<file path="src/rtl/masked_aes_pkg.sv">
// Shared definitions for the masked AES S-box output stage: the GF(2) output
// linear map, the default affine constant and the legal parameter ranges.
package masked_aes_pkg;

    localparam int SHARES_MIN = 2;
    localparam int SHARES_MAX = 4;
    localparam int STAGES_MIN = 1;
    localparam int STAGES_MAX = 3;

    localparam logic [7:0] AFFINE_CONST_DEFAULT = 8'hC6;

    // Output linear map, applied to a single share at a time.
    function automatic logic [7:0] lin_map(input logic [7:0] g);
        logic [7:0] o;
        o[7] = g[0] ^ g[2] ^ g[3];
        o[6] = g[1] ^ g[2] ^ g[3] ^ g[4] ^ g[5] ^ g[6];
        o[5] = g[0] ^ g[1] ^ g[2] ^ g[3] ^ g[4] ^ g[5];
        o[4] = g[0] ^ g[1] ^ g[2] ^ g[4];
        o[3] = g[0] ^ g[1] ^ g[2] ^ g[4] ^ g[5] ^ g[6];
        o[2] = g[0] ^ g[2] ^ g[5] ^ g[6];
        o[1] = g[0] ^ g[1] ^ g[2] ^ g[5] ^ g[6];
        o[0] = g[0] ^ g[1] ^ g[3] ^ g[6] ^ g[7];
        return o;
    endfunction

endpackage

</file>
<file path="src/rtl/masked_pipe_reg.sv">
// One pipeline stage: enable-gated data/last registers plus a valid flag.
// Data only loads when a real beat arrives, so bubbles never toggle it.
module masked_pipe_reg #(
    parameter int W = 16
) (
    input  logic         clk,
    input  logic         rst_n,
    input  logic         load,
    input  logic         valid_d,
    input  logic [W-1:0] data_d,
    input  logic         last_d,
    output logic         valid_q,
    output logic [W-1:0] data_q,
    output logic         last_q
);

    always_ff @(posedge clk or negedge rst_n) begin
        if (!rst_n) begin
            valid_q <= 1'b0;
            data_q  <= '0;
            last_q  <= 1'b0;
        end else if (load) begin
            valid_q <= valid_d;
            if (valid_d) begin
                data_q <= data_d;
                last_q <= last_d;
            end
        end
    end

endmodule

</file>
<file path="src/rtl/masked_affine_stage_pipe.sv">
// Masked AES S-box output stage: share refresh, share-wise linear map plus
// affine constant on share 0, then a valid/ready register pipeline.
module masked_affine_stage_pipe
    import masked_aes_pkg::*;
#(
    parameter int         SHARES       = 2,
    parameter int         STAGES       = 1,
    parameter logic [7:0] AFFINE_CONST = AFFINE_CONST_DEFAULT
) (
    input  logic                    clk,
    input  logic                    rst_n,
    input  logic                    in_valid,
    output logic                    in_ready,
    input  logic [8*SHARES-1:0]     in_shares,
    input  logic                    in_mode,
    input  logic [8*(SHARES-1)-1:0] r,
    output logic                    out_valid,
    input  logic                    out_ready,
    output logic [8*SHARES-1:0]     out_shares,
    output logic                    out_last
);

    localparam int W = 8 * SHARES;

    if (SHARES < SHARES_MIN || SHARES > SHARES_MAX) begin : g_bad_shares
        $error("masked_affine_stage_pipe: SHARES out of range");
    end
    if (STAGES < STAGES_MIN || STAGES > STAGES_MAX) begin : g_bad_stages
        $error("masked_affine_stage_pipe: STAGES out of range");
    end

    logic [3:0]   cnt_q;
    logic [3:0]   cnt_d;
    logic         accept;
    logic         last_in;
    logic [7:0]   r_sum;
    logic [W-1:0] front_data;

    // Share 0 absorbs every random byte so the sharing stays consistent.
    always_comb begin
        r_sum = '0;
        for (int i = 1; i < SHARES; i++) begin
            r_sum = r_sum ^ r[8*(i-1) +: 8];
        end
    end

    for (genvar gi = 0; gi < SHARES; gi++) begin : g_share
        logic [7:0] refreshed;
        logic [7:0] mapped;
        if (gi == 0) begin : g_first
            assign refreshed = in_shares[7:0] ^ r_sum;
            assign mapped    = lin_map(refreshed) ^ AFFINE_CONST;
        end else begin : g_other
            assign refreshed = in_shares[8*gi +: 8] ^ r[8*(gi-1) +: 8];
            assign mapped    = lin_map(refreshed);
        end
        assign front_data[8*gi +: 8] = in_mode ? mapped : refreshed;
    end

    logic [W-1:0]  st_data [STAGES+1];
    logic [STAGES:0] st_valid;
    logic [STAGES:0] st_last;
    logic [STAGES:1] st_load;

    assign st_data[0]  = front_data;
    assign st_valid[0] = in_valid;
    assign st_last[0]  = last_in;

    // A stage loads when it or any stage downstream of it has a hole, or the
    // sink takes a beat; unrolled this way the ready chain has no feedback.
    for (genvar gi = 1; gi <= STAGES; gi++) begin : g_stage
        assign st_load[gi] = out_ready | ~(&st_valid[STAGES:gi]);

        masked_pipe_reg #(
            .W (W)
        ) u_stage (
            .clk     (clk),
            .rst_n   (rst_n),
            .load    (st_load[gi]),
            .valid_d (st_valid[gi-1]),
            .data_d  (st_data[gi-1]),
            .last_d  (st_last[gi-1]),
            .valid_q (st_valid[gi]),
            .data_q  (st_data[gi]),
            .last_q  (st_last[gi])
        );
    end

    assign in_ready = st_load[1];
    assign accept   = in_valid & in_ready;
    assign last_in  = (cnt_q == 4'd15);

    always_comb begin
        cnt_d = cnt_q;
        if (accept) begin
            cnt_d = cnt_q + 4'd1;
        end
    end

    always_ff @(posedge clk or negedge rst_n) begin
        if (!rst_n) begin
            cnt_q <= 4'd0;
        end else begin
            cnt_q <= cnt_d;
        end
    end

    assign out_valid  = st_valid[STAGES];
    assign out_shares = st_data[STAGES];
    assign out_last   = st_last[STAGES];

endmodule
</file>
<file path="config.mk">
export PLATFORM = sky130hd
export DESIGN_NAME = masked_affine_stage_pipe
export DESIGN_NICKNAME = d
export VERILOG_FILES = /design/src/rtl/masked_aes_pkg.sv /design/src/rtl/masked_pipe_reg.sv /design/src/rtl/masked_affine_stage_pipe.sv
export SDC_FILE = /design/constraint.sdc
export NUM_CORES = 1
export LEC_CHECK = 0
export ABC_AREA = 1
export CAP_MARGIN = 20
export CORE_MARGIN = 1
export CORE_UTILIZATION = 45
export CTS_CLUSTER_SIZE = 10
export DETAILED_ROUTE_END_ITERATION = 10
export GPL_ROUTABILITY_DRIVEN = 0
export PLACE_DENSITY_LB_ADDON = 0.12
export SYNTH_ARGS = -nofsm -noshare
export SYNTH_HDL_FRONTEND = slang
export SYNTH_SLANG_ARGS = --single-unit
</file>
<file path="constraint.sdc">
create_clock -name clk -period 1.5 [get_ports clk]
set_input_delay 0.3 -clock clk [delete_from_list [all_inputs] [get_ports clk]]
set_output_delay 0.3 -clock clk [all_outputs]
set_load 0.03 [all_outputs]
</file>
Yosys cells after proc, flatten, opt, wreduce, memory -nomap -nowiden
Index checks and enable logic that the tools add are counted.

Flip-flop bits (word level): 22. Input bits: 29. Output and inout port bits: 19. Logic and storage cells: 59.

Add/subtract/negate cells: 1. Eq/ne operators: 1. Muxes and demuxes: 2. Bitwise logic cells: 50. Reductions and logical operators: 1.

Operator list (count): $xor 1x1->1 (44); $mux 8 (2); $xor 8x8->8 (2); $add 4x1->4 const B (1); $eq 4x4->1 const B (1); $not 4->4 (1); $reduce_and 2->1 (1); $and 1x1->1 (1); $not 1->1 (1); $or 1x1->1 (1).

Longest topological paths before layout
Depth after elaboration: 8. Gate-level depth with buffers: 13. Gate-level depth less buffers: 13.

Modules after synthesis
A second synthesis with hierarchy kept.

Cells, all modules: 298. Area total of the unflattened synthesis: 1908.1 um^2.

By module, submodules not included: masked_affine_stage_pipe (instances 1, cells an instance 221, area each 1143.6 um^2, sequential area each 100.1 um^2); masked_pipe_reg (instances 1, cells an instance 77, area each 764.5 um^2, sequential area each 450.4 um^2).

Least setup slack after synthesis
OpenSTA, ideal clock, no wires.

Path type: register to register. Start point: reg g_stage[1].u_stage.valid_q. End point: reg g_stage[1].u_stage.data_q[10]. Setup time: 82 ps. Arrival: 1505 ps. Data required time: 1418 ps. Setup slack: -87 ps. Stages on the path, launching flop included: 7. Path buffers: 1. Period minus slack after synthesis: 1587 ps. Cells stage by stage: dfrtp_1 > nand2_1 > nand2_1 > inv_1 > buf_2 > nor2_1 > a31oi_1.

Word-level cells in the longest chain between the ends: 3.

RTL lines: start, declared (line masked_pipe_reg.sv:12) `output logic valid_q,`; start signal, assigned (line masked_pipe_reg.sv:23) `valid_q <= valid_d;`; $not 1->1 (line masked_affine_stage_pipe.sv:72) `assign st_load[gi] = out_ready | ~(&st_valid[STAGES:gi]);`; $or 1x1->1 (line masked_affine_stage_pipe.sv:72); named net in_ready (line masked_affine_stage_pipe.sv:13) `output logic in_ready,`; $reduce_and 2->1 (no source line); end signal, assigned (line masked_pipe_reg.sv:25) `data_q <= data_d;`; end, declared (line masked_pipe_reg.sv:13) `output logic [W-1:0] data_q,`.

The timed path passes the listed nets, and every way through them passes these cells. A chain may end at the register's enable or synchronous reset.

Worst setup path after layout
Start point: in r[5]. End point: reg g_stage[1].u_stage.data_q[3].

Word-level cells in the longest chain between the ends: 4.

RTL lines: start, declared (line masked_affine_stage_pipe.sv:16) `input logic [8*(SHARES-1)-1:0] r,`; $xor 8x8->8 (line masked_affine_stage_pipe.sv:51) `assign refreshed = in_shares[7:0] ^ r_sum;`; $xor 1x1->1 (2 in a row) (line masked_aes_pkg.sv:19) `o[3] = g[0] ^ g[1] ^ g[2] ^ g[4] ^ g[5] ^ g[6];`; $mux 8 (line masked_affine_stage_pipe.sv:57) `assign front_data[8*gi +: 8] = in_mode ? mapped : refreshed;`.

Every way passes these cells.

==> results by group <==
Logic synthesis
  – Post-synthesis cell count: 280
  – Sequential area share after synthesis: 0.309
  – Post-synth top area cell: dfrtp_1
  – Syn Area/Cell: 6.37 um2
  – Dominant synthesized flop cell: dfrtp_1
  – EDFF count, synth: 0
  – Synth area leaders: dfrtp_1, nand2_1, nand3_1
  – Synth unique cells: 25
  – Synth warnings: 0
  – Syn_nets: 310
  – Count leader, synth: nand2_1
  – Post-synth ARST share: 1.00
  – Synth cell count leaders: nand2_1, nand3_1, inv_1
  – Synth top area share: 0.309
  – Mapped cell area: 0.00178 mm2
  – Synth Register Bits: 22

Power and ir drop
  – Pwr Density: 888 mW/mm2
  – Peak supply drop: 0.000477 V
  – Leakage: 1.58 nW
  – Pwr Total: 2.38 mW

STA
  – Setup slack after layout: 0.102 ns
  – Max_slew headroom: 0.740
  – Count of pins over their slew limit: 0
  – WHS: 0.389 ns
  – Fmax: 715 MHz
  – Count of final hold-check violations: 0
  – Worst slew pin tran: 0.390 ns
  – Final min period: 1.40 ns
  – Final setup fails: 0
  – RSZ-0062 raised after global routing: false
  – Tcrit/Tclk final: 0.932
  – Layout Skew: 0.00688 ns

Clock network
  – CTS clk-pin slew, worst paths: 0.08 ns
  – CTS tree: yes
  – Root Buffer: clkbuf_8
  – CTS Hold Bufs: 0
  – Clock Sinks: 22
  – Total CTS buffers: 3
  – Htree depth: 1
  – Clock Path Buffers: 2
  – Clk_lat worst skew: 0.26 ns

Job
  – Total of max-cap violations: 0

Global route
  – Grt ovf: 0
  – First-pass GRT wire length: 7470 um
  – Largest net degree at the start of global routing: 23
  – Initial antenna violation count: 0
  – Vias in the first global route: 1806
  – GRT Resource Usage Total: 0.228

Placed design
  – Placed wire-length estimate: 3380 um
  – Port Buffers: 47
  – Pre-CTS WS: -0.433 ns

Final layout
  – P&R area growth vs syn: 50.4%
  – Antenna cell count: 0
  – Layout cell share with drive strength beyond 1: 0.221
  – Layout Nets: 390

Status
  – Status: finished, final reports clean

Route
  – Via count: 1924
  – Via density: 4.74
  – ANT nets after route: 0
  – WL/cell: 10.6 um
  – Drt first pass iters: 4
  – Routed WL: 4280 um
  – Drc violations: 0
  – 1st-iter DRT viols: 61

Worst setup path
  – Worst R2R Start: g_stage[1].u_stage.valid_q$_DFFE_PN0N_
  – CP Max Fanout: 4
  – CP Class: input port to register
  – Worst Setup SP: r[5]
  – WP data arrival: 1.56 ns
  – CP endpoint kind: register
  – CP startpoint kind: input port
  – CP required: 1.66 ns

Floorplan
  – I/O pins: 48
  – Number of core rows: 22
  – Initial Utilization: 0.477
  – Total Die Area: 0.00422 mm2
  – Die Span Y: 65.0 um
  – Die Wd: 65.0 um
  – Core box area: 0.00374 mm2

Hold path
  – Hold WC Path Type: input port to async pin
layer usage:
metal,vias to the layer above,track usage,part of all wire
li1,1032,-,-
met1,856,0.279,0.45
met2,32,0.409,0.51
met3,4,0.0370,0.025
met4,0,0.0583,0.0079
met5,-,0,0
cells by family after synthesis:
kind of cell / synth area share
simple gates: 0.451
buf+inv: 0.0750
flops: 0.309
xor+xnor: 0.120
compound gates: 0.0386
fa+ha+maj: 0.00701
repair_timing:
action | CTS | global route
endpoints found under the setup margin | 34 | 15
gates resized for setup | 39 | 26
pin swaps | 7 | 10
cloned | 0 | 0
buffers inserted | 2 | 1
final cells by class:
type	instances	area, um2
inverters	29	109
clock buffers	3	41.3
well taps	48	60.1
fillers	323	1060
repair buffers	80	711
multi-input cells	224	1210
flip-flops and latches	22	551
final timing paths:
path                                                       endpoint  slack (ns)  cells after the start
min in group clk           g_stage[1].u_stage.data_q[9]$_DFFE_PN0P_        0.47                      2
min reg2reg                g_stage[1].u_stage.data_q[9]$_DFFE_PN0P_        0.47                      2
max in group asynchronous    g_stage[1].u_stage.valid_q$_DFFE_PN0N_        0.88                      2
min                        g_stage[1].u_stage.data_q[7]$_DFFE_PN0P_        0.39                      2
max reg2reg                g_stage[1].u_stage.data_q[3]$_DFFE_PN0P_        0.39                      8
max                        g_stage[1].u_stage.data_q[3]$_DFFE_PN0P_        0.10                     11
where the power goes:
part / internal [mW] / switching, mW
Combinational: 0.503 / 0.691
Clock: 0.179 / 0.176
Sequential: 0.742 / 0.0911
per-stage QoR:
stage | area (um2) | util | setup TNS (ns) | instances
after floorplan | 1790 | - | 0 | 280
after global placement | 2510 | 0.672 | -5.36 | 400
after detailed placement | 2510 | 0.672 | -5.73 | 400
after CTS | 2600 | 0.694 | -0.0395 | 405
after global routing | 2680 | 0.717 | 0 | 406
final | 2680 | 0.717 | 0 | 406
worst max-delay path, cell delays in order:
cell and delay, ns:
dlygate4sd2_1 0.44, xor2_2 0.19, nand2_1 0.08, nand2_2 0.10
inv_1 0.04, nand3_1 0.11, nand2_1 0.07, nand2_1 0.05
nand3_1 0.06, nand2_1 0.07, nand2_1 0.05
layout by cell type (no fill, tap or decap), types with 2 or more instances in the layout:
cell | netlist | layout
o21ai_0 | 4 | 4
dfrtp_1 | 22 | 22
clkbuf_8 | 0 | 3
xnor2_2 | 4 | 8
buf_4 | 1 | 34
nand3_1 | 30 | 28
dlymetal6s2s_1 | 0 | 13
inv_2 | 5 | 6
nand2_1 | 138 | 126
dlygate4sd2_1 | 0 | 26
xor2_1 | 7 | 4
nor2_1 | 5 | 5
nand4_1 | 5 | 5
xor2_2 | 0 | 3
or2_1 | 2 | 2
nand2_2 | 6 | 18
xnor2_1 | 10 | 5
nand2_4 | 2 | 2
inv_1 | 23 | 22
nand3_2 | 0 | 2
clkdlybuf4s50_1 | 0 | 6
a31oi_1 | 5 | 5
state kept, by name (all words and copies together), names as in the netlist:
signal,count
g_stage.u_stage.last_q,1
g_stage.u_stage.data_q,16
cnt_q,4
g_stage.u_stage.valid_q,1
Note: power is estimated with default switching activity, not from simulation.
